[src/rtl/toggle_event_tx.sv]
// Toggle-signalling link transmitter: queues event requests and emits one
// line_out transition per event, spaced at least MIN_GAP cycles apart.
module toggle_event_tx #(
  parameter int MIN_GAP = 3,
  parameter int CNT_W   = 4,
  parameter int TXC_W   = 16
) (
  input  logic             clk,
  input  logic             resetn,
  input  logic             ev_valid,
  output logic             ev_ready,
  input  logic             clr,
  output logic             line_out,
  output logic             busy,
  output logic [CNT_W-1:0] pending,
  output logic [TXC_W-1:0] tx_count,
  output logic             overflow
);

  typedef enum logic {IDLE = 1'b0, GAP = 1'b1} state_t;

  state_t           state_q, state_d;
  logic [7:0]       gap_q, gap_d;
  logic [CNT_W-1:0] pend_q, pend_d;
  logic             line_q, line_d;
  logic [TXC_W-1:0] txc_q, txc_d;
  logic             ovf_q, ovf_d;
  logic             full, accept, send;

  assign full     = (pend_q == {CNT_W{1'b1}});
  assign ev_ready = !full && !clr;
  assign accept   = ev_valid && ev_ready;
  // Send decision uses registered pending only; clr suppresses it.
  assign send     = (state_q == IDLE) && (pend_q != '0) && !clr;

  always_comb begin
    state_d = state_q;
    gap_d   = gap_q;
    line_d  = line_q;
    txc_d   = txc_q;
    pend_d  = pend_q;
    ovf_d   = ovf_q;

    if (state_q == IDLE) begin
      if (send) begin
        state_d = GAP;
        gap_d   = 8'(MIN_GAP - 1);
        line_d  = !line_q;
        txc_d   = txc_q + TXC_W'(1);
      end
    end else begin
      gap_d = gap_q - 8'd1;
      if (gap_q <= 8'd1) state_d = IDLE;
    end

    if (clr)                 pend_d = '0;
    else if (accept && !send) pend_d = pend_q + CNT_W'(1);
    else if (send && !accept) pend_d = pend_q - CNT_W'(1);

    if (ev_valid && !ev_ready && !clr) ovf_d = 1'b1;
  end

  always_ff @(posedge clk or negedge resetn) begin
    if (!resetn) begin
      state_q <= IDLE;
      gap_q   <= '0;
      line_q  <= 1'b0;
      txc_q   <= '0;
      pend_q  <= '0;
      ovf_q   <= 1'b0;
    end else begin
      state_q <= state_d;
      gap_q   <= gap_d;
      line_q  <= line_d;
      txc_q   <= txc_d;
      pend_q  <= pend_d;
      ovf_q   <= ovf_d;
    end
  end

  assign line_out = line_q;
  assign busy     = (state_q == GAP) || (pend_q != '0);
  assign pending  = pend_q;
  assign tx_count = txc_q;
  assign overflow = ovf_q;

endmodule

[config.mk]
export PLATFORM = sky130hd
export DESIGN_NAME = toggle_event_tx
export DESIGN_NICKNAME = d
export VERILOG_FILES = /design/src/rtl/toggle_event_tx.sv
export SDC_FILE = /design/constraint.sdc
export NUM_CORES = 1
export LEC_CHECK = 0
export ABC_CLOCK_PERIOD_IN_PS = 6400
export CAP_MARGIN = 30
export CORE_MARGIN = 10
export CORE_UTILIZATION = 55
export DETAILED_ROUTE_END_ITERATION = 10
export GPL_ROUTABILITY_DRIVEN = 0
export PLACE_DENSITY = 0.88
export SLEW_MARGIN = 20
export SYNTH_ARGS = -nofsm -noshare
export SYNTH_HDL_FRONTEND = slang
export SYNTH_SLANG_ARGS = --single-unit
[constraint.sdc]
create_clock -name clk -period 6.4 [get_ports clk]
set_clock_uncertainty 0.2 [all_clocks]
set_input_delay 0.96 -clock clk [delete_from_list [all_inputs] [get_ports clk]]
set_output_delay 0.96 -clock clk [all_outputs]
set_load 0.01 [all_outputs]
# Word-level counts from Yosys, hierarchy flattened
# Cells that the tools add are included.
[op_classes] n_mux=8 n_eq_ne=1 order_cmp=1 bitwise=1 addsub=4 reduce_logical=19
[op_table] operator="$add 16x1->16 const B" n=1
[op_table] operator="$mux 8" n=2
[op_table] operator="$mux 4" n=3
[op_table] operator="$le 8x1->1 const B" n=1
[op_table] operator="$logic_and 1x1->1" n=8
[op_table] operator="$sub 8x1->8 const B" n=1
[op_table] operator="$logic_not 1->1" n=6
[op_table] operator="$add 4x1->4 const B" n=1
[op_table] operator="$eq 4x4->1 const B" n=1
[op_table] operator="$reduce_bool 4->1" n=1
[op_table] operator="$sub 4x1->4 const B" n=1
[op_table] operator="$mux 1" n=3
[op_table] operator="$reduce_bool 3->1" n=1
[op_table] operator="$reduce_and 2->1" n=1
[op_table] operator="$reduce_bool 2->1" n=1
[op_table] operator="$logic_or 1x1->1" n=1
[op_table] operator="$not 1->1" n=1
[word_totals] wordCells=40 input_bits=4 regBits=31

# Depth between registers and ports, before layout
# Gate-level depths: netlist of run 1.
[depth] word_depth=9 mapped_depth=9 depth_no_buf=8

# Worst setup path before layout of run 1
# No wires, ideal clock.
[synth_path] path_kind="input port to flip-flop" start="in clr" end="reg pend_q[3], in the netlist pending[3]" t_arrival_ns=2.662 stages=8 required_ns=6.084 setup_ns=0.116 setup_slack_ns=3.423 path_cell_list="buf_2 > nor2b_1 > o211ai_1 > ha_1 > a21oi_1 > nand2_1 > or4b_1 > o311ai_0"
[synth_between] elab_chain_cells=6 word_cells_on_any_way=11
[synth_rtl] element="start, declared" line_no="12" source="input logic clr,"
[synth_rtl] element="$logic_not 1->1" line_no="31, 34"
[synth_rtl] element="$logic_and 1x1->1, on equally long branches" line_no="31, 34"
[synth_rtl] element="$logic_and 1x1->1 / $logic_not 1->1 (equally long branches)" line_no="32, 57"
[synth_rtl] element="$logic_and 1x1->1 / $logic_not 1->1 (equally long branches)" line_no="57, 58"
[synth_rtl] element="$mux 4 / $logic_and 1x1->1 (equally long branches)" line_no="57, 58"
[synth_rtl] element="$mux 4 / $reduce_bool 3->1 (equally long branches)"
[synth_rtl] element="end signal, assigned" line_no="76" source="pend_q <= pend_d;"
[synth_rtl] element="end, declared" line_no="24" source="logic [CNT_W-1:0] pend_q, pend_d;"
# Several ways; a longest one is shown, not always the timed one.
# A chain may end at the register's enable or synchronous reset.

# Worst setup path in the final report of run 1
[layout_path] start="in clr" end="out ev_ready"
[layout_between] elab_chain_cells=2
[layout_rtl] element="$logic_not 1->1" line_no="31" source="assign ev_ready = !full && !clr;"
[layout_rtl] element="$logic_and 1x1->1" line_no="31"
[layout_rtl] element="end, declared" line_no="11" source="output logic ev_ready,"
# No other way between the ends.

==> flow_metrics.tcl, run 1 <==
set metrics [dict create \
    ys_seq_elements 31 \
    clkTransAtPathRegs_ns 0.09 \
    wl_mm 3.35 \
    htree_levels 2 \
    layout.nets 187 \
    num-fill-cells 215 \
    synth_area_per_cell_um2 10.7 \
    synthCells 148 \
    fin_crit_sh 0.534 \
    yosysWarnings 0 \
    irDropWorstVdd_v 0.000182 \
    synth_edf_count 0 \
    setup_viol 0 \
    cp.required_ns 5.24 \
    final_max_slew_viol_count 0 \
    antenna_left 0 \
    initial_core_util 0.574 \
    grt_max_degree 32 \
    hpwl_mm 2.46 \
    grt_use_total 0.134 \
    chipWidth_um 73.6 \
    cts_tree "done" \
    power.density_mw_per_mm2 190 \
    post_route_cells_drive_above_1_share 0.0899 \
    num_rows 19 \
    root_buffer "clkbuf_4" \
    avgViaCountPerCell 5.88 \
    tightestPinTransition_ns 0.618 \
    clk_latency_ns 0.33 \
    cts_buffers 5 \
    maxSlewHeadroom 0.584 \
    synth_area_mm2 0.00158 \
    cts.sinks 31 \
    fin_tns_setup_ns 0 \
    crit_top_cell "clkdlybuf4s50_1" \
    drt_first_pass_iters 4 \
    register_area_um2 776 \
    max-cap-violations 0 \
    synthFlopType "dfrtp_1" \
    grt_pass1_wl_mm 5.75 \
    grt_remaining_overflow 0 \
    port_buffers 27 \
    path_class "input pin to primary output" \
    core_mm2 0.00276 \
    ys_seq_area_frac 0.491 \
    fin_crit_ns 3.42 \
    async_reset_ff_frac 1.00 \
    grt_pass1_vias 1265 \
    cts.path.max_buffers 2 \
    ios 28 \
    antenna_found_initial 0 \
    hold_viol_final 0 \
    cts_resized 0 \
    area_growth_pct 22.3 \
    instances_no_fill 209 \
    synth_cell_types 40 \
    max_clock_freq_mhz 292 \
    worstPathCellList "clkdlybuf4s50_1 > nor2_1 > clkdlybuf4s50_1" \
    insertedDiodeCount 0 \
    hold_path_class "flop to flop" \
    placedCellCount 201 \
    cp_max_fo 10 \
    die_area_mm2 0.00542 \
    status "completed" \
    synth_top_area_share 0.491 \
    hold_buffers 0 \
    slowest_stage "clkdlybuf4s50_1" \
    slowest_delay_ns 0.57 \
    rsz0062_at_grt "no" \
    dieHeight_um 73.6 \
    drc_errors 0 \
    wl_per_cell_um 16.0 \
    critPathCaptureType "primary output" \
    cp.arrival_ns 2.26 \
    yosys-top-cells-area "dfrtp_1, xnor2_1, ha_1, nand3_1, nand2_1" \
    multi_input_comb_area_um2 747 \
    power_leakage_nw 0.829 \
    syn_nets 158 \
    drt_iter0_markers 84 \
    start_kind "input pin" \
    synth_top_cell_by_area "dfrtp_1" \
    post_cts.repair.setup_buffers 0 \
    vias 1229 \
]
[report_power, final]
part           total [mW]  internal (mW)  switching, mW  leakage [nW]
Sequential          0.203          0.199        0.00468         0.393
Combinational      0.0324         0.0147         0.0176         0.397
Clock               0.132         0.0646         0.0671        0.0386
Total               0.367          0.278         0.0894         0.829
[worst paths after layout]
kind / from / to / slack (ns) / cells after the start
worst min-delay path: tx_count[15] / tx_count[15] / 0.28 / 1
worst max-delay path: clr / ev_ready / 2.98 / 3
worst min register to register: tx_count[15] / tx_count[15] / 0.28 / 1
max in group asynchronous: resetn / pending[0] / 4.90 / 2
min in group asynchronous: resetn / tx_count[12] / 0.81 / 2
worst max register to register: pending[0] / pending[3] / 3.47 / 7
[cells in the final DEF, fill, tap and decap left out, types with 2 or more instances in the layout]
master,instances
a21oi_1,2
and3_1,4
clkbuf_4,5
clkbuf_8,2
clkdlybuf4s50_1,27
dfrtp_1,31
ha_1,5
inv_1,6
mux2i_1,2
nand2_1,12
nand2b_1,2
nand3_1,10
nand4_1,7
nor2_1,5
nor3_1,3
nor3b_1,3
nor4_2,2
o21ai_0,8
o41ai_1,3
or2_2,2
xnor2_1,14
xor2_1,3
[critical path, delay by kind of cell]
kind,cells,cell delay (ns)
and+or+nand+nor,1,0.17
buffers and inverters,2,1.13
[per-stage QoR]
| stage | worst slack, ns | hold slack (ns) | utilization | total power [mW] | cell area, um2 |
|---|---|---|---|---|---|
| after floorplan | 3.42 | 0.270 | - | 0.223 | 1580 |
| after global placement | 2.90 | 0.261 | 0.676 | 0.239 | 1870 |
| after detailed placement | 2.77 | 0.253 | 0.676 | 0.240 | 1870 |
| after CTS | 2.97 | 0.278 | 0.701 | 0.372 | 1930 |
| after global routing | 2.92 | 0.309 | 0.701 | 0.384 | 1930 |
| final | 2.98 | 0.277 | 0.701 | 0.367 | 1930 |
[final cells by class]
type / instances / share of cell area
clock buffers: 8 / 0.0356
flip-flops and latches: 31 / 0.401
repair buffers: 28 / 0.144
multi-input cells: 104 / 0.386
well taps: 31 / 0.0201
inverters: 7 / 0.0136
[routing by layer]
metal / GRT usage / wire length (um) / vias to the layer above
li1: - / - / 587
met1: 0.144 / 1310 / 601
met2: 0.226 / 1810 / 31
met3: 0.0565 / 166 / 10
met4: 0.0538 / 61 / 0
met5: 0 / 0 / -
[flip-flops by register name, summed over array words and instances (netlist names)]
name      flops
line_out      1
state_q       1
overflow      1
tx_count     16
pending       4
gap_q         8
[logic make-up after synthesis]
kind of cell | Yosys count | synth area share
and+or+nand+nor | 59 | 0.222
DFF | 31 | 0.491
AOI/OAI and AO/OA | 20 | 0.0910
xor gates and xnor gates | 17 | 0.0942
buffers and inverters | 13 | 0.0372
adders and majority gates | 6 | 0.0522
muxes | 2 | 0.0127
[cell usage after synthesis (2+ instances only)]
cell,number
or2_2,2
buf_4,2
nand4_1,7
buf_2,2
a21oi_1,2
mux2i_1,2
o21ai_0,8
nor3b_1,3
and3_1,4
inv_1,6
nand3_1,10
nor2_1,5
nand2_1,12
xnor2_1,14
buf_1,2
xor2_1,3
ha_1,5
nor3_1,3
nand2b_1,2
o41ai_1,3
dfrtp_1,31
nor4_2,2
No activity file was read; power rests on OpenSTA's default activity.
==> run 2: changes to the inputs <==
- ABC_CLOCK_PERIOD_IN_PS: 6400 -> 3550
- CORE_UTILIZATION: 55 -> 52
- PLACE_DENSITY: 0.88 -> 0.84
- clock period: 6.4 -> 3.55 ns (I/O delays scaled with it)
==> run 2 against run 1 <==
Wire length is 2.5% lower. Sequential power is 81% higher. Final area rose by 0.39%. Sequential cell count stayed put. Power grew 79%. First-iteration DRC count is 24% lower. Critical path type is now input pin to flop.
==> flow_metrics.tcl, run 2 (same netlist as run 1, synthesis figures left out) <==
set metrics [dict create \
    status "completed" \
    antenna_left 0 \
    grt_remaining_overflow 0 \
    chipWidth_um 75.2 \
    root_buffer "clkbuf_4" \
    p_int_mw 0.504 \
    grt_pass1_wl_mm 5.71 \
    wl_per_cell_um 15.5 \
    antenna_found_initial 0 \
    core_mm2 0.00283 \
    cp.required_ns 3.56 \
    fin_tns_setup_ns 0 \
    hold_path_class "flop to flop" \
    rsz0062_at_grt "no" \
    insertedDiodeCount 0 \
    grt_pass1_vias 1217 \
    p_total_mw 0.656 \
    avgViaCountPerCell 5.79 \
    start_kind "input pin" \
    port_buffers 27 \
    setup_viol 0 \
    drt_first_pass_iters 4 \
    path_class "input pin to flop" \
    hpwl_mm 2.47 \
    post_route_cells_drive_above_1_share 0.0950 \
    layout_commonest_cell "dfrtp_1" \
    p_switching_mw 0.152 \
    power.density_mw_per_mm2 338 \
    cp.arrival_ns 2.92 \
    cp_max_fo 10 \
    post_cts.repair.setup_buffers 0 \
    hold_viol_final 0 \
    vias 1216 \
    cts_resized 0 \
    num_rows 19 \
    max-cap-violations 0 \
    hold_buffers 0 \
    dieHeight_um 75.2 \
    seq_power_share 0.559 \
    cts_buffers 5 \
    drt_iter0_markers 64 \
    switching_share 0.232 \
    drc_errors 0 \
    htree_levels 2 \
    fin_crit_sh 0.819 \
    cts.sinks 31 \
    p_clk_frac 0.346 \
    cts.path.max_buffers 2 \
    power_leakage_nw 0.833 \
    wl_mm 3.26 \
    fin_ws_ns 0.642 \
    grt_use_total 0.132 \
    maxSlewHeadroom 0.653 \
    tightestPinTransition_ns 0.516 \
    cts_tree "done" \
    critPathCaptureType "flop" \
    max_clock_freq_mhz 344 \
    layout_common_cells "dfrtp_1, clkdlybuf4s50_1, xnor2_1, nand2_1, nand3_1" \
    ios 28 \
    area_growth_pct 22.8 \
    clk_latency_ns 0.32 \
    die_area_mm2 0.00565 \
    grt_max_degree 32 \
    layout.nets 188 \
    fin_crit_ns 2.91 \
    final_max_slew_viol_count 0 \
    dp_slack_ns 0.329 \
    clkTransAtPathRegs_ns 0.09 \
    irDropWorstVdd_v 0.000265 \
    initial_core_util 0.559 \
    largest_reg_flops 16 \
    pwr-share-comb 0.096 \
]
## run 2: changes by cell type in the layout (fill, tap and decap cells not counted), sizes merged
cell  delta
buf      +1
## run 2: worst paths after layout
| path | startpoint | endpoint | slack [ns] | cells past startpoint |
|---|---|---|---|---|
| max | clr | pending[3] | 0.64 | 8 |
| min | overflow | overflow | 0.27 | 1 |
| max reg2reg | pending[0] | pending[3] | 0.93 | 7 |
| min reg2reg | overflow | overflow | 0.27 | 1 |
| max in group asynchronous | resetn | tx_count[3] | 2.47 | 2 |
| min in group asynchronous | resetn | pending[3] | 0.39 | 2 |
## run 2: power groups by stage
stage / Combinational (mW) / Clock [mW] / Sequential, mW
floorplan: 0.0280 / 0 / 0.374
global placement: 0.0604 / 0 / 0.373
detailed placement: 0.0629 / 0 / 0.373
CTS: 0.0637 / 0.237 / 0.366
global route: 0.0708 / 0.246 / 0.368
finish: 0.0627 / 0.227 / 0.367
## run 2: stage by stage
step / area [um2] / hold slack, ns / util / instances
CTS: 1940 / 0.277 / 0.686 / 210
finish: 1940 / 0.271 / 0.686 / 210
detailed placement: 1870 / 0.254 / 0.662 / 202
global route: 1940 / 0.310 / 0.686 / 210
floorplan: 1580 / 0.0369 / - / 148
global placement: 1870 / 0.253 / 0.662 / 202
## run 2: routing by layer
metal | track usage | up-vias | wire (um)
met1 | 0.147 | 595 | 1400
li1 | - | 588 | -
met4 | 0.0742 | 0 | 60
met3 | 0.0473 | 6 | 168
met2 | 0.215 | 27 | 1630
met5 | 0 | - | 0
## run 2: area by class of cell
type	instances	area [um2]
fillers	213	887
multi-input cells	104	747
inverters	7	26.3
clock buffers	8	68.8
repair buffers	29	285
well taps	31	38.8
flip-flops and latches	31	776
## run 2: critical path: stages
cell and delay [ns]:
clkdlybuf4s50_1 0.55, nor2b_1 0.30, o211ai_1 0.21, ha_1 0.38
a21oi_1 0.26, nand2_1 0.10, or4b_1 0.50, o311ai_0 0.09
==> run 3: changes to the inputs <==
- ABC_CLOCK_PERIOD_IN_PS: 3550 -> 2500
- CORE_UTILIZATION: 52 -> 47
- PLACE_DENSITY: 0.84 -> 0.8
- clock period: 3.55 -> 2.5 ns (I/O delays scaled with it)
==> run 3 against run 2 <==
Sequential cell count unchanged. First-iteration DRC count up 44%. Utilization down 4.2 points. Cell count up 16%. Count of clock-buffer cells in the layout down 1. Critical endpoint unchanged. Global-route usage down 1.0 points. Critical path type is now flop to flop.
==> flow_metrics.tcl, run 3 (same netlist as run 1, synthesis figures left out) <==
set metrics [dict create \
    placedCellCount 230 \
    max-cap-violations 0 \
    antenna_found_initial 0 \
    root_buffer "clkbuf_4" \
    hold_buffers 0 \
    fin_tns_setup_ns 0 \
    p_int_mw 0.740 \
    hold_path_class "input pin to async pin" \
    pwr-share-comb 0.122 \
    grt_remaining_overflow 0 \
    max_clock_freq_mhz 416 \
    area_growth_pct 33.8 \
    wl_per_cell_um 14.5 \
    chipWidth_um 78.0 \
    clk_latency_ns 0.33 \
    largest_reg_flops 16 \
    num_rows 21 \
    avgViaCountPerCell 5.30 \
    switching_share 0.251 \
    cp.required_ns 2.54 \
    initial_core_util 0.482 \
    clkTransAtPathRegs_ns 0.10 \
    fin_ws_ns 0.0935 \
    wl_mm 3.53 \
    maxSlewHeadroom 0.741 \
    layout.nets 206 \
    seq_power_share 0.530 \
    post_route_cells_drive_above_1_share 0.203 \
    instances_no_fill 243 \
    cts_buffers 5 \
    timing.hold.ws_ns 0.235 \
    status "completed" \
    grt_pass1_vias 1317 \
    final_max_slew_viol_count 0 \
    p_switching_mw 0.248 \
    drt_iter0_markers 92 \
    ios 28 \
    dp_slack_ns -0.179 \
    hpwl_mm 2.60 \
    postLayoutCellArea_mm2 0.00212 \
    layout_common_cells "dfrtp_1, clkdlybuf4s50_1, buf_4, xnor2_1, nand2_1" \
    cp.arrival_ns 2.44 \
    htree_levels 2 \
    drt_first_pass_iters 4 \
    critPathCaptureType "flop" \
    placed_cell_area_mm2 0.00200 \
    cp_max_fo 5 \
    grt_max_degree 32 \
    insertedDiodeCount 0 \
    start_kind "flop" \
    power_leakage_nw 0.920 \
    path_class "flop to flop" \
    cts.path.max_buffers 2 \
    grt_pass1_wl_mm 6.15 \
    rsz0062_at_grt "yes" \
    antenna_left 0 \
    hold_viol_final 0 \
    tightestPinTransition_ns 0.389 \
    irDropWorstVdd_v 0.000358 \
    p_clk_frac 0.348 \
    fin_crit_ns 2.41 \
    die_area_mm2 0.00609 \
    core_mm2 0.00328 \
    cts_tree "done" \
    drc_errors 0 \
    dieHeight_um 78.0 \
    grt_use_total 0.121 \
    setup_viol 0 \
    reg2regPathDepth 7 \
    layout_commonest_cell "dfrtp_1" \
    port_buffers 27 \
    vias 1287 \
    cts.sinks 31 \
    fin_crit_sh 0.963 \
    power.density_mw_per_mm2 467 \
]
## run 3: through the flow
step | total power, mW | util
finish | 0.987 | 0.644
detailed placement | 0.645 | 0.610
floorplan | 0.578 | -
global route | 1.03 | 0.644
global placement | 0.638 | 0.610
CTS | 0.986 | 0.632
## run 3: layer usage
metal  track usage  share of wire
met1         0.135           0.42
met2         0.207           0.51
met3        0.0387          0.048
met4        0.0556          0.022
met5             0              0
## run 3: repair_timing
| action | in CTS | in global routing |
|---|---|---|
| gates resized for setup | 0 | 1 |
| setup buffers | 0 | 5 |
| hold endpoints to repair | 0 | 0 |
| setup endpoints to repair | 0 | 1 |
## run 3: power groups by stage
stage	Clock, mW	Sequential (mW)	Combinational (mW)
after floorplan	0	0.534	0.0443
after global routing	0.369	0.525	0.134
final	0.343	0.523	0.121
after CTS	0.350	0.523	0.113
after global placement	0	0.532	0.106
after detailed placement	0	0.533	0.113
## run 3: critical path, cell delays in order, from the launching register on
cell	delay, ns
dfrtp_2	0.46
nor4_4	0.30
o211ai_1	0.16
ha_1	0.36
a21oi_2	0.17
nand2_1	0.08
or4b_1	0.50
o311ai_1	0.09
## run 3: final cells by class
cell class              instances  area [um2]
clock inverters                 1        7.51
inverters                       7        26.3
multi-input cells             104         759
well taps                      46        57.6
flip-flops and latches         31         779
clock buffers                   7        65.1
fillers                       268        1170
repair buffers                 47         420
## run 3: path summary, 6_finish.rpt
| check | startpoint | to | slack [ns] |
|---|---|---|---|
| min in group clk | overflow | overflow | 0.26 |
| hold reg to reg | overflow | overflow | 0.26 |
| setup / recovery | pending[2] | pending[3] | 0.09 |
| setup reg to reg | pending[2] | pending[3] | 0.09 |
| max in group asynchronous | resetn | pending[2] | 1.56 |
| hold / removal | resetn | tx_count[14] | 0.24 |
==> edit (flow settings as in run 1) <==
Set the parameter `CNT_W` to 6 (it was 4).
--- a/src/rtl/toggle_event_tx.sv
+++ b/src/rtl/toggle_event_tx.sv
@@ -2,7 +2,7 @@
 // line_out transition per event, spaced at least MIN_GAP cycles apart.
 module toggle_event_tx #(
   parameter int MIN_GAP = 3,
-  parameter int CNT_W   = 4,
+  parameter int CNT_W   = 6,
   parameter int TXC_W   = 16
 ) (
   input  logic             clk,
Interface: changed (resized pending); port bits go from 28 to 30. The function was not compared with the original's and may differ.
==> edit against run 1 <==
  * Synthesized cell count increased by 8.8%
  * Largest cell class is now multi-input gates
  * Sequential cell count increased by 2
  * Worst setup slack got worse by 0.49 ns
  * Synthesized area increased by 9.8%
  * Cell area increased by 10%
  * Sequential share of layout area decreased by 1.3 points
  * Wire length increased by 9.6%
  * Die area increased by 7.1%
Power is not compared: it rests on default switching activity, and its combinational part moved more than twofold at a synthesized area within 25%.
==> edit: results (changes against run 1) <==
Synth Area in Compound Gates: 13.1% (+4.0 points)
First DRT Iteration DRCs: 57 (-32%)
Share of cells above drive strength 1: 6.67% (-2.3 points)
Hpwl dp: 2.82 mm (+15%)
Final nets: 207 (+11%)
Fillcell total: 246 (+14%)
Post-Synth XOR/XNOR Area: 10.0% (+0.60 points)
Adder-cell area share of the yosys netlist: 6.20% (+0.97 points)
Syn Nets: 173 (+9.5%)
Gr usage total: 13.1% (-0.29 points)
Worst slew margin: 67.6% (+9.2 points)
Largest net degree at the start of global routing: 34 (+6.3%)
FF-to-FF path depth: 9 (+2)
Vias after detailed routing: 1,308 (+6.4%)
Post-synthesis mux area share: 1.80% (+0.54 points)
Worst-path fanout max: 16 (+6)
Outcome: finished, final reports clean
First-pass GRT wire length: 6.27 mm (+8.9%)
Critical path arrival: 3.93 ns (+1.67 ns)
Hold path depth: 2 (+1)
CP peak stage delay: 0.66 ns (+0.09 ns)
Dominant cells by area after synthesis: dfrtp_1 (48%), xnor2_1 (6.6%), ha_1 (5.0%), nand2_1 (3.0%), xor2_1 (2.5%)
Highest-delay cell along the critical path: clkdlybuf4s50_1
Synth unique cells: 41 (+2.5%)
Register area share after synthesis: 47.6% (-1.5 points)
WL/cell: 15.3 µm (-4.1%)
-- edit: area by class of cell --
type | instances | share of cell area [%]
sequential | 33 | 38.8
inverter | 7 | 1.23
tap | 44 | 2.59
timing repair buffer | 30 | 14.0
multi-input combinational | 118 | 40.8
clock buffer | 7 | 2.59
-- edit: worst max-delay path: cells and delay by family --
kind	cells	cell delay, ns
adders and majority gates	1	0.34
muxes	2	0.56
and+or+nand+nor	2	0.68
buffers and inverters	1	0.66
AOI/OAI and AO/OA	3	0.72
-- edit: power by group --
group	switching (mW)	internal [mW]	leakage (nW)
combinational	0.0402	0.0360	0.465
clock	0.0663	0.0518	0.0314
sequential	0.0114	0.214	0.420
total	0.118	0.302	0.917
-- edit: metal layers --
layer,GRT usage [%],vias up,wire length [µm]
met2,23.4,38,1930
li1,-,652,-
met3,5.31,4,230
met1,13.4,614,1470
met5,0,-,0
met4,4.83,0,38
-- edit: final timing paths --
kind                       startpoint      endpoint  slack, ns
setup / recovery                  clr    pending[5]       2.50
hold / removal               overflow      overflow       0.27
setup reg to reg           pending[2]    pending[5]       2.82
hold reg to reg              overflow      overflow       0.27
max in group asynchronous      resetn      line_out       4.89
min in group asynchronous      resetn  tx_count[10]       0.81
-- edit: logic make-up (layout without fill, tap and decap cells) --
group	count (synthesis)	count (layout)
and+or+nand+nor	59	59
DFF	33	33
AOI/OAI and AO/OA	29	29
xor gates and xnor gates	19	19
buffers and inverters	10	44
adders and majority gates	8	8
muxes	3	3
-- edit: metrics by stage --
step | hold WS (ns) | cell area (µm²) | setup WS, ns | instances | power, mW
after global placement | 0.256 | 2070 | 2.38 | 232 | 0.301
after detailed placement | 0.254 | 2070 | 2.18 | 232 | 0.306
after global routing | 0.286 | 2130 | 2.28 | 239 | 0.442
after floorplan | 0.243 | 1740 | 3.19 | 161 | 0.274
after CTS | 0.275 | 2130 | 2.54 | 239 | 0.424
final | 0.273 | 2130 | 2.50 | 239 | 0.420
